$ cat src/rtl/mem_io_bridge_if.sv
// Memory request and SRAM bus bundle for mem_io_bridge.
// The bridge uses the slave modport: it is the target of the control unit's
// request and drives the SRAM strobes. The master modport is the opposite side.
interface mem_io_bridge_if;
    localparam int unsigned DW = 16;

    // Request side, between the control unit/datapath and the bridge
    logic          MEM_EN;
    logic          MEM_WE;
    logic [DW-1:0] MEM_ADDR;
    logic [DW-1:0] MEM_WDATA;
    logic [DW-1:0] MEM_RDATA;
    logic          MEM_R;

    // SRAM side
    logic [DW-1:0] SRAM_ADDR;
    logic [DW-1:0] SRAM_DOUT;
    logic [DW-1:0] SRAM_DIN;
    logic          SRAM_DQ_OE;
    logic          SRAM_CE_N;
    logic          SRAM_OE_N;
    logic          SRAM_WE_N;

    modport slave (
        input  MEM_EN, MEM_WE, MEM_ADDR, MEM_WDATA, SRAM_DIN,
        output MEM_RDATA, MEM_R,
        output SRAM_ADDR, SRAM_DOUT, SRAM_DQ_OE, SRAM_CE_N, SRAM_OE_N, SRAM_WE_N
    );

    modport master (
        output MEM_EN, MEM_WE, MEM_ADDR, MEM_WDATA, SRAM_DIN,
        input  MEM_RDATA, MEM_R,
        input  SRAM_ADDR, SRAM_DOUT, SRAM_DQ_OE, SRAM_CE_N, SRAM_OE_N, SRAM_WE_N
    );
endinterface

$ cat src/rtl/mem_io_bridge.sv
// LC-3 memory bridge: one SRAM access with programmable wait states, or an
// MMIO access at IO_ADDR (read = synchronised switches, write = hex display).
// Optional feature macro: MEM_LED_PORT_EN adds a 12-bit LED register at 16'hFFFE.
module mem_io_bridge #(
    parameter int unsigned WAIT_STATES = 2,
    parameter logic [15:0] IO_ADDR     = 16'hFFFF
) (
    input  logic                  Clk,
    input  logic                  reset_n,
    mem_io_bridge_if.slave        bus,
    input  logic [15:0]           SW,
    output logic [15:0]           HEX_OUT
`ifdef MEM_LED_PORT_EN
    ,
    output logic [11:0]           LED
`endif
);

    localparam int unsigned DW = 16;
    localparam int unsigned CW = 4;
`ifdef MEM_LED_PORT_EN
    localparam int unsigned LW       = 12;
    localparam logic [DW-1:0] LED_ADDR = 16'hFFFE;
`endif

    typedef enum logic [1:0] {
        ST_IDLE   = 2'd0,
        ST_SETUP  = 2'd1,
        ST_ACCESS = 2'd2,
        ST_DONE   = 2'd3
    } state_e;

    state_e          state_q, state_d;
    logic [CW-1:0]   cnt_q, cnt_d;
    logic            served_q, served_d;
    logic            we_q, we_d;
    logic [DW-1:0]   rdata_q, rdata_d;
    logic            mem_r_q, mem_r_d;
    logic [DW-1:0]   sram_addr_q, sram_addr_d;
    logic [DW-1:0]   sram_dout_q, sram_dout_d;
    logic            dq_oe_q, dq_oe_d;
    logic            ce_n_q, ce_n_d;
    logic            oe_n_q, oe_n_d;
    logic            we_n_q, we_n_d;
    logic [DW-1:0]   hex_q, hex_d;
    logic [DW-1:0]   sw_meta_q, sw_meta_d;
    logic [DW-1:0]   sw_sync_q, sw_sync_d;
`ifdef MEM_LED_PORT_EN
    logic [LW-1:0]   led_q, led_d;
`endif

    logic accept_c;
    logic is_io_c;
    logic is_led_c;
    logic is_mmio_c;
    logic last_c;
    logic in_sram_c;

    // Request decode: accept only a fresh request while idle
    always_comb begin
        accept_c = (state_q == ST_IDLE) && bus.MEM_EN && !served_q;
        is_io_c  = (bus.MEM_ADDR == IO_ADDR);
`ifdef MEM_LED_PORT_EN
        is_led_c = (bus.MEM_ADDR == LED_ADDR);
`else
        is_led_c = 1'b0;
`endif
        is_mmio_c = is_io_c || is_led_c;
        last_c    = (cnt_q == CW'(WAIT_STATES));
    end

    // State and wait-state counter register
    always_ff @(posedge Clk or negedge reset_n) begin
        if (!reset_n) begin
            state_q <= ST_IDLE;
            cnt_q   <= '0;
        end else begin
            state_q <= state_d;
            cnt_q   <= cnt_d;
        end
    end

    // Next-state logic; ACCESS lasts WAIT_STATES+1 cycles
    always_comb begin
        state_d = state_q;
        cnt_d   = cnt_q;
        case (state_q)
            ST_IDLE: begin
                if (accept_c) begin
                    state_d = is_mmio_c ? ST_DONE : ST_SETUP;
                end
            end
            ST_SETUP: begin
                state_d = ST_ACCESS;
                cnt_d   = '0;
            end
            ST_ACCESS: begin
                if (last_c) begin
                    state_d = ST_DONE;
                end else begin
                    cnt_d = cnt_q + CW'(1);
                end
            end
            ST_DONE: begin
                state_d = ST_IDLE;
            end
            default: begin
                state_d = ST_IDLE;
            end
        endcase
    end

    // Output/next-data logic; strobes are derived from the next state so they are registered
    always_comb begin
        we_d        = accept_c ? bus.MEM_WE : we_q;
        served_d    = bus.MEM_EN ? ((state_q == ST_DONE) ? 1'b1 : served_q) : 1'b0;
        rdata_d     = rdata_q;
        sram_addr_d = sram_addr_q;
        sram_dout_d = sram_dout_q;
        hex_d       = hex_q;
        sw_meta_d   = SW;
        sw_sync_d   = sw_meta_q;
`ifdef MEM_LED_PORT_EN
        led_d       = led_q;
`endif

        if (accept_c && !is_mmio_c) begin
            sram_addr_d = bus.MEM_ADDR;
            if (bus.MEM_WE) begin
                sram_dout_d = bus.MEM_WDATA;
            end
        end

        if (accept_c && is_io_c) begin
            if (bus.MEM_WE) begin
                hex_d = bus.MEM_WDATA;
            end else begin
                rdata_d = sw_sync_q;
            end
        end

`ifdef MEM_LED_PORT_EN
        if (accept_c && is_led_c) begin
            if (bus.MEM_WE) begin
                led_d = bus.MEM_WDATA[LW-1:0];
            end else begin
                rdata_d = {(DW-LW)'(0), led_q};
            end
        end
`endif

        if ((state_q == ST_ACCESS) && last_c && !we_q) begin
            rdata_d = bus.SRAM_DIN;
        end

        in_sram_c = (state_d == ST_SETUP) || (state_d == ST_ACCESS);
        ce_n_d    = !in_sram_c;
        oe_n_d    = !((state_d == ST_ACCESS) && !we_d);
        we_n_d    = !((state_d == ST_ACCESS) && we_d);
        dq_oe_d   = in_sram_c && we_d;
        mem_r_d   = (state_d == ST_DONE);
    end

    // Datapath and output registers; reset forces strobes inactive immediately
    always_ff @(posedge Clk or negedge reset_n) begin
        if (!reset_n) begin
            served_q    <= 1'b0;
            we_q        <= 1'b0;
            rdata_q     <= '0;
            mem_r_q     <= 1'b0;
            sram_addr_q <= '0;
            sram_dout_q <= '0;
            dq_oe_q     <= 1'b0;
            ce_n_q      <= 1'b1;
            oe_n_q      <= 1'b1;
            we_n_q      <= 1'b1;
            hex_q       <= '0;
            sw_meta_q   <= '0;
            sw_sync_q   <= '0;
`ifdef MEM_LED_PORT_EN
            led_q       <= '0;
`endif
        end else begin
            served_q    <= served_d;
            we_q        <= we_d;
            rdata_q     <= rdata_d;
            mem_r_q     <= mem_r_d;
            sram_addr_q <= sram_addr_d;
            sram_dout_q <= sram_dout_d;
            dq_oe_q     <= dq_oe_d;
            ce_n_q      <= ce_n_d;
            oe_n_q      <= oe_n_d;
            we_n_q      <= we_n_d;
            hex_q       <= hex_d;
            sw_meta_q   <= sw_meta_d;
            sw_sync_q   <= sw_sync_d;
`ifdef MEM_LED_PORT_EN
            led_q       <= led_d;
`endif
        end
    end

    assign bus.MEM_RDATA  = rdata_q;
    assign bus.MEM_R      = mem_r_q;
    assign bus.SRAM_ADDR  = sram_addr_q;
    assign bus.SRAM_DOUT  = sram_dout_q;
    assign bus.SRAM_DQ_OE = dq_oe_q;
    assign bus.SRAM_CE_N  = ce_n_q;
    assign bus.SRAM_OE_N  = oe_n_q;
    assign bus.SRAM_WE_N  = we_n_q;
    assign HEX_OUT        = hex_q;
`ifdef MEM_LED_PORT_EN
    assign LED            = led_q;
`endif

endmodule

$ cat src/flat_wrapper.sv
// flat-port wrapper written by rule: the top's interface ports become plain ports
module mem_io_bridge_flat 
#(
    parameter int unsigned WAIT_STATES = 2,
    parameter logic [15:0] IO_ADDR     = 16'hFFFF
)
  (Clk, reset_n, SW, HEX_OUT, bus_MEM_EN, bus_MEM_WE, bus_MEM_ADDR, bus_MEM_WDATA, bus_SRAM_DIN, bus_MEM_RDATA, bus_MEM_R, bus_SRAM_ADDR, bus_SRAM_DOUT, bus_SRAM_DQ_OE, bus_SRAM_CE_N, bus_SRAM_OE_N, bus_SRAM_WE_N);
  mem_io_bridge_if bus_i ();
  input  logic Clk;
  input  logic reset_n;
  input  logic [15:0] SW;
  output logic [15:0] HEX_OUT;
  input wire logic [$bits(bus_i.MEM_EN)-1:0] bus_MEM_EN;
  input wire logic [$bits(bus_i.MEM_WE)-1:0] bus_MEM_WE;
  input wire logic [$bits(bus_i.MEM_ADDR)-1:0] bus_MEM_ADDR;
  input wire logic [$bits(bus_i.MEM_WDATA)-1:0] bus_MEM_WDATA;
  input wire logic [$bits(bus_i.SRAM_DIN)-1:0] bus_SRAM_DIN;
  output wire logic [$bits(bus_i.MEM_RDATA)-1:0] bus_MEM_RDATA;
  output wire logic [$bits(bus_i.MEM_R)-1:0] bus_MEM_R;
  output wire logic [$bits(bus_i.SRAM_ADDR)-1:0] bus_SRAM_ADDR;
  output wire logic [$bits(bus_i.SRAM_DOUT)-1:0] bus_SRAM_DOUT;
  output wire logic [$bits(bus_i.SRAM_DQ_OE)-1:0] bus_SRAM_DQ_OE;
  output wire logic [$bits(bus_i.SRAM_CE_N)-1:0] bus_SRAM_CE_N;
  output wire logic [$bits(bus_i.SRAM_OE_N)-1:0] bus_SRAM_OE_N;
  output wire logic [$bits(bus_i.SRAM_WE_N)-1:0] bus_SRAM_WE_N;
  assign bus_i.MEM_EN = bus_MEM_EN;
  assign bus_i.MEM_WE = bus_MEM_WE;
  assign bus_i.MEM_ADDR = bus_MEM_ADDR;
  assign bus_i.MEM_WDATA = bus_MEM_WDATA;
  assign bus_i.SRAM_DIN = bus_SRAM_DIN;
  assign bus_MEM_RDATA = bus_i.MEM_RDATA;
  assign bus_MEM_R = bus_i.MEM_R;
  assign bus_SRAM_ADDR = bus_i.SRAM_ADDR;
  assign bus_SRAM_DOUT = bus_i.SRAM_DOUT;
  assign bus_SRAM_DQ_OE = bus_i.SRAM_DQ_OE;
  assign bus_SRAM_CE_N = bus_i.SRAM_CE_N;
  assign bus_SRAM_OE_N = bus_i.SRAM_OE_N;
  assign bus_SRAM_WE_N = bus_i.SRAM_WE_N;
  mem_io_bridge #(.WAIT_STATES(WAIT_STATES), .IO_ADDR(IO_ADDR)) u_core (.Clk(Clk), .reset_n(reset_n), .bus(bus_i), .SW(SW), .HEX_OUT(HEX_OUT));
endmodule
$ cat config.mk
export PLATFORM = sky130hd
export DESIGN_NAME = mem_io_bridge_flat
export DESIGN_NICKNAME = d
export VERILOG_FILES = /design/src/rtl/mem_io_bridge_if.sv /design/src/rtl/mem_io_bridge.sv /design/src/flat_wrapper.sv
export SDC_FILE = /design/constraint.sdc
export NUM_CORES = 1
export LEC_CHECK = 0
export BUFFER_PORTS_ARGS = -buffer_cell sky130_fd_sc_hd__buf_2
export CELL_PAD_IN_SITES_DETAIL_PLACEMENT = 1
export CELL_PAD_IN_SITES_GLOBAL_PLACEMENT = 1
export CORE_ASPECT_RATIO = 1.75
export CORE_MARGIN = 2
export CORE_UTILIZATION = 39
export CTS_CLUSTER_SIZE = 28
export DETAILED_ROUTE_END_ITERATION = 12
export GPL_TIMING_DRIVEN = 0
export PLACE_DENSITY = 0.81
export SLEW_MARGIN = 20
export SYNTH_ARGS = -nofsm -noshare
export SYNTH_HDL_FRONTEND = slang
export SYNTH_SLANG_ARGS = --single-unit
$ cat constraint.sdc
create_clock -name Clk -period 2.4 [get_ports Clk]
set_input_delay 0.36 -clock Clk [delete_from_list [all_inputs] [get_ports Clk]]
set_output_delay 0.36 -clock Clk [all_outputs]
set_load 0.03 [all_outputs]
==> flow_summary.yaml <==
critical_path:
  crit_top_cell: "ha_1"
  end_kind: "flip-flop"
  cp-start-kind: "flip-flop"
  timing.critical_path.buf_inv: 2
  cp_max_fo: 10
  cp_top_family: "simple AND/OR/NAND/NOR gates"
  crit_type: "flip-flop to flip-flop"
  crit_chain: "inv_1 > ha_1 > nand3b_1 > nor2_4 > clkbuf_4 > o22ai_1 > ha_1 > nor2_1"
  crit_path_max_incr_delay_ps: 440
  critPathRequiredTime_ps: 2680
  ff2ff_setup_slack_ps: 200
  cp_data_arrival_time_ps: 2490
  slowest_stage: "dfrtp_1"
power_and_ir_drop:
  p_comb_share_pct: 37.4
  leakage_nw: 2.60
  power.total_mw: 6.76
  ir_drop_v: 0.000539
  p_switching_mw: 2.63
  powerDensity_nw_per_um2: 1270
  intPower_mw: 4.14
  pwr-share-seq_pct: 39.4
  p_clk_share_pct: 23.2
  switching_share_pct: 38.8
clocking:
  cts_sinks: 109
  htreeDepth: 3
  cts_buffers: 9
  cts_tree: "yes"
  cts.reportedPaths.clkPinSlew_ps: 70
  clk_path_buf_depth: 2
  post_cts_buffers: 0
  clock_latency_ps: 350
  cts_root_buf: "clkbuf_16"
synth:
  synth_edf_count: 0
  synth_area_um2: 4120
  ys_ff_latch: 109
  ys_types: 35
  synthCells: 291
  synth_top_area_share_pct: 64.3
  synth_top_cells_by_area: "dfrtp_1 (64%), mux2_1 (5.2%), mux2_2 (5.2%), mux2_4 (3.6%), ha_1 (2.7%)"
  async_flop_share_pct: 100
  synthesis.nets: 368
  synth-seq-area-share_pct: 66.2
  synth_top_area_cell: "dfrtp_1"
  yosys_warnings: 0
  syn_area_per_cell_um2: 14.2
  synth_ff_type: "dfrtp_1"
timing:
  hold_ws_ps: 119
  rsz0062_at_grt: "false"
  setup_viol_count_final: 0
  fin_crit_sh_pct: 91.9
  max_slew_margin_pct: 54.0
  fin_ws_ps: 195
  final-hold-violation-count: 0
  worst_pin_slew_ps: 684
  finClkSkew_ps: 10.7
  period_needed_ps: 2200
  fmax_ghz: 0.454
  slew_viol_final: 0
min_path:
  hold_class: "primary input to flip-flop"
route:
  drtIter0Drc: 100
  routedWlPerCell_um: 17.4
  avgViaCountPerCell: 5.07
  vias: 2901
  drtAntennaViolNets: 0
  drc_errors: 0
  dr.pass1.iters: 4
  wirelength_um: 9950
floorplan:
  core_um2: 10300
  ios: 137
  rows: 49
  initial_core_util_pct: 40.0
  die_y_um: 140
  die_w_um: 81.7
  die_area_um2: 11400
placed_design:
  pre_cts_ws_ps: -81.7
  port_buffers: 136
  dp_hpwl_um: 7660
  place_inst: 555
  place_congestion: 0.757
finish:
  nFillCells: 1123
  fin_cells: 572
  finish.net_count: 517
  diodes: 0
  drive_gt1_share_pct: 43.6
  syn_to_final_growth_pct: 29.6
  multi_input_area_um2: 1320
  seq_area_um2: 2730
grt:
  grt_pass1_vias: 3279
  grt_pass1_wl_um: 16300
  grt_overflow: 0
  antenna_found_initial: 0
  grt_max_degree: 81
  grt_util_all_layers_pct: 18.8
status:
  status: "completed"
flow_run:
  max-cap-violations: 0
kinds of logic after synthesis:
family | after synthesis | share of synthesized area [%]
AOI/OAI and AO/OA | 45 | 6.25
buffers and inverters | 17 | 2.25
DFF | 109 | 66.2
muxes | 49 | 14.3
and+or+nand+nor | 62 | 8.28
adders and majority gates | 9 | 2.73
flip-flops by register name (all words and copies together), names as in the netlist, 2 cells and up:
register	cells
u_core.sw_meta_q	16
u_core.bus.SRAM_DOUT	16
u_core.cnt_q	4
u_core.bus.MEM_RDATA	16
u_core.state_q	2
u_core.bus.SRAM_ADDR	16
u_core.HEX_OUT	16
u_core.sw_sync_q	16
synth_stat cells, types with 2 or more instances:
master    instances
a21oi_1           4
a31oi_1          16
clkbuf_1          8
dfrtp_1         106
dfstp_2           3
ha_1              9
inv_1             5
mux2_1           19
mux2_2           19
mux2_4           10
nand2_1           6
nand3_1          17
nand3b_1          2
nand4_1           4
nor2_1           21
nor2_2            2
nor2b_1           2
o21ai_0          20
o22ai_1           2
worst paths after layout:
path / startpoint / end / cells past startpoint
worst max-delay path: u_core.state_q[0] / u_core.bus.SRAM_DQ_OE / 8
worst min-delay path: SW[9] / u_core.sw_meta_q[9] / 1
worst max register to register: u_core.state_q[0] / u_core.bus.SRAM_DQ_OE / 8
worst min register to register: u_core.sw_meta_q[1] / u_core.sw_sync_q[1] / 0
max in group asynchronous: reset_n / u_core.bus.SRAM_CE_N / 3
min in group asynchronous: reset_n / u_core.bus.SRAM_DOUT[3] / 2
layer usage:
| layer | share of wire, % | global-route usage (%) | up-vias |
|---|---|---|---|
| met4 | 3.5 | 9.12 | 0 |
| li1 | - | - | 1321 |
| met5 | 0 | 0 | - |
| met1 | 35 | 20.0 | 1463 |
| met3 | 5.3 | 4.12 | 25 |
| met2 | 56 | 33.8 | 92 |
placed cells by master (no fill, tap or decap), types with 3 or more instances in the layout:
master / count
nor2_1: 20
mux2_2: 19
nand3_1: 17
inv_1: 5
a31oi_1: 16
ha_1: 9
dfrtp_1: 106
dfstp_2: 3
o21ai_0: 20
clkbuf_1: 10
a21oi_1: 4
mux2_4: 10
nand4_1: 4
mux2_1: 19
nand2_1: 6
buf_2: 135
clkbuf_16: 9
power groups by stage:
stage | Combinational [mW] | Sequential [mW] | Clock, mW
2_1_floorplan | 0.824 | 3.54 | 0
3_3_place_gp | 2.45 | 2.65 | 0
3_5_place_dp | 2.54 | 2.71 | 0
4_1_cts | 2.56 | 2.67 | 1.60
5_1_grt | 2.73 | 2.74 | 1.68
6_report | 2.53 | 2.66 | 1.57
stage by stage:
step                      TNS [ps]  area [um2]  utilization [%]
after floorplan                  0        4120                -
after global placement      -21050        4960             48.2
after detailed placement     -81.7        5000             48.5
after CTS                        0        5330             51.7
after global routing             0        5350             51.9
final                            0        5350             51.9
timing repair:
item,4_1_cts,5_1_grt
gates resized for setup,0,5
hold endpoints to repair,29,0
hold buffers,1,0
endpoints found under the setup margin,0,21
final cells by class:
cell class	count	area share, %
inverters	5	0.351
clock inverters	5	1.59
clock buffers	11	4.35
plain buffers	12	1.43
well taps	127	2.97
repair buffers	138	13.6
flip-flops and latches	109	51.1
multi-input cells	165	24.6
Power figures use the tool's default switching activity.
